===== config.mk =====
export PLATFORM = sky130hd
export DESIGN_NAME = ccd_sensor_emulator
export DESIGN_NICKNAME = d
export VERILOG_FILES = /design/src/rtl/ccd_sensor_emulator.sv
export SDC_FILE = /design/constraint.sdc
export NUM_CORES = 1
export LEC_CHECK = 0
export ABC_CLOCK_PERIOD_IN_PS = 6070
export CAP_MARGIN = 15
export CORE_MARGIN = 2
export CORE_UTILIZATION = 50
export CTS_CLUSTER_SIZE = 12
export DETAILED_ROUTE_END_ITERATION = 8
export HOLD_SLACK_MARGIN = 0.12
export PLACE_DENSITY = 0.76
export SYNTH_ARGS = -nofsm -noshare
export SYNTH_HDL_FRONTEND = slang
export SYNTH_SLANG_ARGS = --single-unit

===== constraint.sdc =====
create_clock -name iCLK -period 6.07 [get_ports iCLK]
set_input_delay 0.607 -clock iCLK [delete_from_list [all_inputs] [get_ports iCLK]]
set_output_delay 0.607 -clock iCLK [all_outputs]
set_load 0.05 [all_outputs]

===== src/rtl/ccd_sensor_emulator.sv =====
// ccd_sensor_emulator
//    Synthetic CCD sensor source. Generates frame-valid / line-valid timing and
//    12-bit test-pattern pixel data like the camera board does, so the capture
//    pipeline can be brought up and checked pixel-by-pixel without a sensor.
//
// Ports
//    iCLK            in   pixel clock
//    iRST            in   synchronous reset, active-high
//    iSTART          in   pulse: begin streaming frames
//    iEND            in   pulse: stop after the current frame
//    iPATTERN[1:0]   in   pattern select, latched at each frame start
//    oFrameValid     out  FVAL
//    oLineValid      out  LVAL
//    oDATA[11:0]     out  pixel data, 0 while LVAL is low
//    oX_Counter[15:0]     column of the pixel on oDATA, 0 while LVAL is low
//    oY_Counter[15:0]     line index within the frame
//    oFrame_Counter[31:0] frames started since reset
//    oBusy           out  high whenever the FSM is not idle
//
// state  | meaning
// -------+-----------------------------------------------------------
// IDLE   | not streaming, FVAL=0, waits for the run flag
// FBLANK | inter-frame gap, FVAL=0
// VFRONT | FVAL=1, LVAL=0 before the first line
// LINE   | LVAL=1, one pixel per cycle
// HBLANK | FVAL=1, LVAL=0 between lines
// VBACK  | FVAL=1, LVAL=0 after the last line
module ccd_sensor_emulator #(
   parameter int COLUMN_WIDTH = 1280,
   parameter int ROW_COUNT    = 1024,
   parameter int H_BLANK      = 16,
   parameter int V_FRONT      = 8,
   parameter int V_BACK       = 8,
   parameter int F_BLANK      = 32
) (
   input  logic        iCLK,
   input  logic        iRST,
   input  logic        iSTART,
   input  logic        iEND,
   input  logic [1:0]  iPATTERN,
   output logic        oFrameValid,
   output logic        oLineValid,
   output logic [11:0] oDATA,
   output logic [15:0] oX_Counter,
   output logic [15:0] oY_Counter,
   output logic [31:0] oFrame_Counter,
   output logic        oBusy
);

   typedef enum logic [2:0] {IDLE, FBLANK, VFRONT, LINE, HBLANK, VBACK} state_t;

   // Timer reload values: the timer counts down to 0, so a phase of N cycles
   // loads N-1.
   localparam logic [15:0] FB_LAST  = 16'(F_BLANK - 1);
   localparam logic [15:0] VF_LAST  = 16'(V_FRONT - 1);
   localparam logic [15:0] VB_LAST  = 16'(V_BACK - 1);
   localparam logic [15:0] HB_LAST  = 16'(H_BLANK - 1);
   localparam logic [15:0] COL_LAST = 16'(COLUMN_WIDTH - 1);
   localparam logic [15:0] ROW_LAST = 16'(ROW_COUNT - 1);

   state_t      state, stateNext;
   logic        runFlag, runNext;
   logic [15:0] timer, timerNext;
   logic [15:0] xNext, yNext;
   logic [31:0] frameNext;
   logic [1:0]  patLatch, patNext;
   logic [11:0] dataNext, sum;
   logic        fvalNext, timerDone;

   // iEND has priority so a simultaneous start/stop leaves the emulator stopped.
   assign runNext   = iEND ? 1'b0 : (iSTART ? 1'b1 : runFlag);
   assign timerDone = (timer == 16'd0);

   always_comb begin
      stateNext = state;
      timerNext = timer;
      xNext     = oX_Counter;
      yNext     = oY_Counter;
      frameNext = oFrame_Counter;
      patNext   = patLatch;
      unique case (state)
         IDLE: begin
            if (runFlag) begin
               stateNext = FBLANK;
               timerNext = FB_LAST;
            end
         end
         FBLANK: begin
            if (timerDone) begin
               stateNext = VFRONT;
               timerNext = VF_LAST;
               frameNext = oFrame_Counter + 32'd1;
               patNext   = iPATTERN;
               yNext     = 16'd0;
            end else begin
               timerNext = timer - 16'd1;
            end
         end
         VFRONT: begin
            if (timerDone) begin
               stateNext = LINE;
               timerNext = COL_LAST;
               xNext     = 16'd0;
            end else begin
               timerNext = timer - 16'd1;
            end
         end
         LINE: begin
            if (timerDone) begin
               xNext = 16'd0;
               if (oY_Counter < ROW_LAST) begin
                  stateNext = HBLANK;
                  timerNext = HB_LAST;
               end else begin
                  stateNext = VBACK;
                  timerNext = VB_LAST;
               end
            end else begin
               xNext     = oX_Counter + 16'd1;
               timerNext = timer - 16'd1;
            end
         end
         HBLANK: begin
            if (timerDone) begin
               stateNext = LINE;
               timerNext = COL_LAST;
               xNext     = 16'd0;
               yNext     = oY_Counter + 16'd1;
            end else begin
               timerNext = timer - 16'd1;
            end
         end
         VBACK: begin
            if (timerDone) begin
               // A late iSTART (after iEND, before this point) re-arms streaming.
               if (runFlag) begin
                  stateNext = FBLANK;
                  timerNext = FB_LAST;
               end else begin
                  stateNext = IDLE;
                  timerNext = 16'd0;
               end
            end else begin
               timerNext = timer - 16'd1;
            end
         end
         default: begin
            stateNext = IDLE;
            timerNext = 16'd0;
         end
      endcase
   end

   // Outputs are computed from next-state values so every registered output
   // changes on the same edge as the state.
   always_comb begin
      sum      = xNext[11:0] + yNext[11:0] + frameNext[11:0];
      dataNext = 12'd0;
      unique case (patNext)
         2'd0:    dataNext = xNext[11:0];
         2'd1:    dataNext = yNext[11:0];
         2'd2:    dataNext = sum;
         default: dataNext = (xNext[4] ^ yNext[4]) ? 12'hFFF : 12'h000;
      endcase
      if (stateNext != LINE) begin
         dataNext = 12'd0;
      end
      fvalNext = (stateNext == VFRONT) || (stateNext == LINE) ||
                 (stateNext == HBLANK) || (stateNext == VBACK);
   end

   always_ff @(posedge iCLK) begin
      if (iRST) begin
         state          <= IDLE;
         runFlag        <= 1'b0;
         timer          <= 16'd0;
         patLatch       <= 2'd0;
         oFrameValid    <= 1'b0;
         oLineValid     <= 1'b0;
         oDATA          <= 12'd0;
         oX_Counter     <= 16'd0;
         oY_Counter     <= 16'd0;
         oFrame_Counter <= 32'd0;
         oBusy          <= 1'b0;
      end else begin
         state          <= stateNext;
         runFlag        <= runNext;
         timer          <= timerNext;
         patLatch       <= patNext;
         oFrameValid    <= fvalNext;
         oLineValid     <= (stateNext == LINE);
         oDATA          <= dataNext;
         oX_Counter     <= xNext;
         oY_Counter     <= yNext;
         oFrame_Counter <= frameNext;
         oBusy          <= (stateNext != IDLE);
      end
   end

endmodule


==> flow_summary.toml <==
[detailed_routing]
ant_nets = 0
drt_first_pass_iters = 5
wl_per_cell_um = 17.6
num_vias = 6056
dr_wl_met2_um = 8250
drt-met1-wl_um = 7620
wl_met3_um = 1170
routed_via_density = 6.09
drtIter0Drc = 633
drc = 0
routed_wl_um = 17500
routed.top_layer = "met4"

[clocking]
numClockSinks = 101
cts_buffers = 9
cts.reportedPaths.clkPinSlew_ns = 0.07
holdBufCountCts = 0
postCtsSetupRepairBufs = 0
worst_skew_pair.late_latency_ns = 0.36
cts_root_buf = "clkbuf_16"
cts_tree = "done"
h-tree-depth = 3
clockBufferDepth = 2

[critical_path]
r2r_setup_slack_ns = 0.44
crit_path_end = "oDATA[11]$_SDFF_PP0_"
max_stage_delay_ns = 0.44
crit_family = "compound AO/OA/AOI/OAI gates"
critPathArrivalTime_ns = 5.85
cpMostUsedCell = "ha_1"
cp.buffers_inverters = 2
reg2reg_depth = 21
r2r_start = "timer[0]$_SDFFE_PP0P_"
startpoint = "timer[0]$_SDFFE_PP0P_"
slowest_stage = "o21ai_0"
start_kind = "register"
reg2reg_to = "oDATA[11]$_SDFF_PP0_"
crit_required_ns = 6.30
end_kind = "register"
path_class = "reg -> reg"
crit_cells = 21
crit_chain = "inv_1, ha_1, or3b_4, or3_1, buf_4, nor2_1, and3_1, a21oi_1, o21ai_0, xor2_1, ha_1, ha_1, fa_1, a21oi_1, o211ai_1, o41ai_2, o21ai_0, or3_1, a21boi_0, or4_1, o31ai_1"
crit_fanout = 9

[die]
rows = 40
start_util_pct = 50.7
dieHeight_um = 114
die_area_mm2 = 0.0130
die_width_um = 114
coreArea_mm2 = 0.0119
num_io_pins = 85

[grt]
grt.total_usage_pct = 26.9
grt_overflow = 0
grt_max_degree = 82
grt_pass1_vias = 5648
antenna_found_initial = 0
grt_pass1_wl_um = 28000

[power_and_ir_drop]
p_leak_nw = 2.83
vdd_ir_drop_max_v = 0.000195
power.density_mw_per_mm2 = 291

[finish]
diodes = 0
n_fill_cell = 1039
final_cell_mix = "105 x nor2_1, 101 x dfxtp_1, 83 x clkdlybuf4s50_1"
fin_nets = 877
utilization_pct = 61.6
syn_to_final_growth_pct = 21.5
postLayoutCellArea_mm2 = 0.00734
final_common_cell = "nor2_1"
multiInputGateArea_mm2 = 0.00378
drive_gt1_share_pct = 5.78
instances_no_fill = 995
final-seq-area_mm2 = 0.00202

[sta]
fin_skew_ns = 0.00628
slew_headroom_pct = 41.4
setup_ws_ns = 0.442
setup_viol = 0
hold_viol_final = 0
period_needed_ns = 5.63
slew_viol_final = 0
worstMarginPinSlew_ns = 0.871
finalCritPeriodShare_pct = 92.7
rsz0062_at_grt = "no"
setup_tns_ns = 0
fmax_mhz = 178

[job]
drv_cap = 0

[place]
place_area_mm2 = 0.00704
place_ws_ns = 0.428
io_buffers = 84
dp.cells = 979
dp_hpwl_um = 12800
gp_congestion = 0.971

[synthesis]
ys_seq_area_share_pct = 33.5
async_flop_share_pct = 0
synth_area_leaders = "dfxtp_1 33%, nor2_1 6.5%, nand2_1 4.4%"
synthCells = 764
netlist_area_mm2 = 0.00604
yosysWarnings = 0
synth_area_per_cell_um2 = 7.91
yosys_register_bits = 101
ys_types = 61
synth_edf_count = 0
synth_top_area_cell = "dfxtp_1"
synth_flop_cell = "dfxtp_1"
synth_top_cell_area_share_pct = 33.5
synth_nets = 798

[status]
status = "finished clean"

[worst_hold_path]
hp-class = "reg -> reg"
hold_depth = 2
-- state kept, by name, summed over array words and instances, names as in the netlist --
register,flops
oFrame_Counter,32
runFlag,1
state,3
timer,16
oDATA,12
oBusy,1
oLineValid,1
oY_Counter,16
oX_Counter,16
oFrameValid,1
patLatch,2
-- synthesized netlist by cell type, types with 3 or more instances --
cell type	count
a211oi_1	8
a21boi_0	5
a21o_1	6
a21oi_1	53
a221oi_1	6
a22oi_1	5
a31oi_1	3
a41oi_1	3
and2_1	8
and3_1	12
and4_1	7
clkbuf_1	29
dfxtp_1	101
fa_1	9
ha_1	19
inv_1	29
mux2_2	5
mux2i_1	6
nand2_1	71
nand2b_1	4
nand3_1	27
nand4_1	16
nor2_1	105
nor2b_1	16
nor3_1	22
nor4_1	9
o211ai_1	5
o21a_1	9
o21ai_0	50
o21bai_1	3
o22ai_1	3
o31ai_1	5
o41ai_1	3
or2_2	5
or3_1	13
or4_1	6
xnor2_1	22
xor2_1	27
-- kinds of logic after synthesis --
group                      count (synthesis)  share of synthesized area [%]
AOI/OAI and AO/OA                        183                           19.4
xor gates and xnor gates                  50                           7.48
adders and majority gates                 28                           6.92
buffers and inverters                     61                           4.04
DFF                                      101                           33.5
muxes                                     11                           1.93
and+or+nand+nor                          330                           26.8
-- stage by stage --
step,hold slack (ns),total power [mW]
global route,0.491,2.26
finish,0.471,2.13
floorplan,0.437,1.37
global placement,0.451,1.55
CTS,0.473,2.13
detailed placement,0.465,1.57
-- where the power goes --
part / internal, mW / switching [mW]
clock: 0.284 / 0.275
combinational: 0.275 / 0.548
sequential: 0.706 / 0.0469
total: 1.26 / 0.870
-- layer usage --
layer  vias up  global-route usage [%]
met1      2889                    35.4
met3        36                    5.63
met5         -                       0
met4         0                    9.11
met2       252                    44.1
li1       2879                       -
-- final cells by class --
cell class                 instances  share of cell area, %
sequential                       101                   27.6
multi-input combinational        602                   51.5
timing repair buffer             100                   13.0
clock inverter                     7                  0.802
tap                              147                   2.51
inverter                          29                   1.48
clock buffer                       9                   3.07
-- worst min-delay path by stage --
stage / startpoint / to / slack [ns]
after CTS: timer[9]$_SDFFE_PP0P_ / timer[9]$_SDFFE_PP0P_ / 0.47
after global routing: timer[9]$_SDFFE_PP0P_ / timer[9]$_SDFFE_PP0P_ / 0.49
after floorplan: timer[9]$_SDFFE_PP0P_ / timer[9]$_SDFFE_PP0P_ / 0.44
after global placement: timer[9]$_SDFFE_PP0P_ / timer[9]$_SDFFE_PP0P_ / 0.45
after detailed placement: timer[9]$_SDFFE_PP0P_ / timer[9]$_SDFFE_PP0P_ / 0.46
final: timer[9]$_SDFFE_PP0P_ / timer[9]$_SDFFE_PP0P_ / 0.47
-- worst reg2reg max path: stages (launching register included) --
cell and delay [ns]:
dfxtp_1 0.33, inv_1 0.11, ha_1 0.27, or3b_4 0.43, or3_1 0.39, buf_4 0.20, nor2_1 0.23, and3_1 0.19
a21oi_1 0.04, o21ai_0 0.44, xor2_1 0.20, ha_1 0.25, ha_1 0.23, fa_1 0.42, a21oi_1 0.23, o211ai_1 0.18
o41ai_2 0.42, o21ai_0 0.23, or3_1 0.37, a21boi_0 0.16, or4_1 0.13, o31ai_1 0.06
-- repair_timing --
item / CTS / global route
endpoints found under the hold margin: 0 / 0
resized for setup: 0 / 1
endpoints found under the setup margin: 0 / 1
Note: power is estimated with default switching activity, not from simulation.
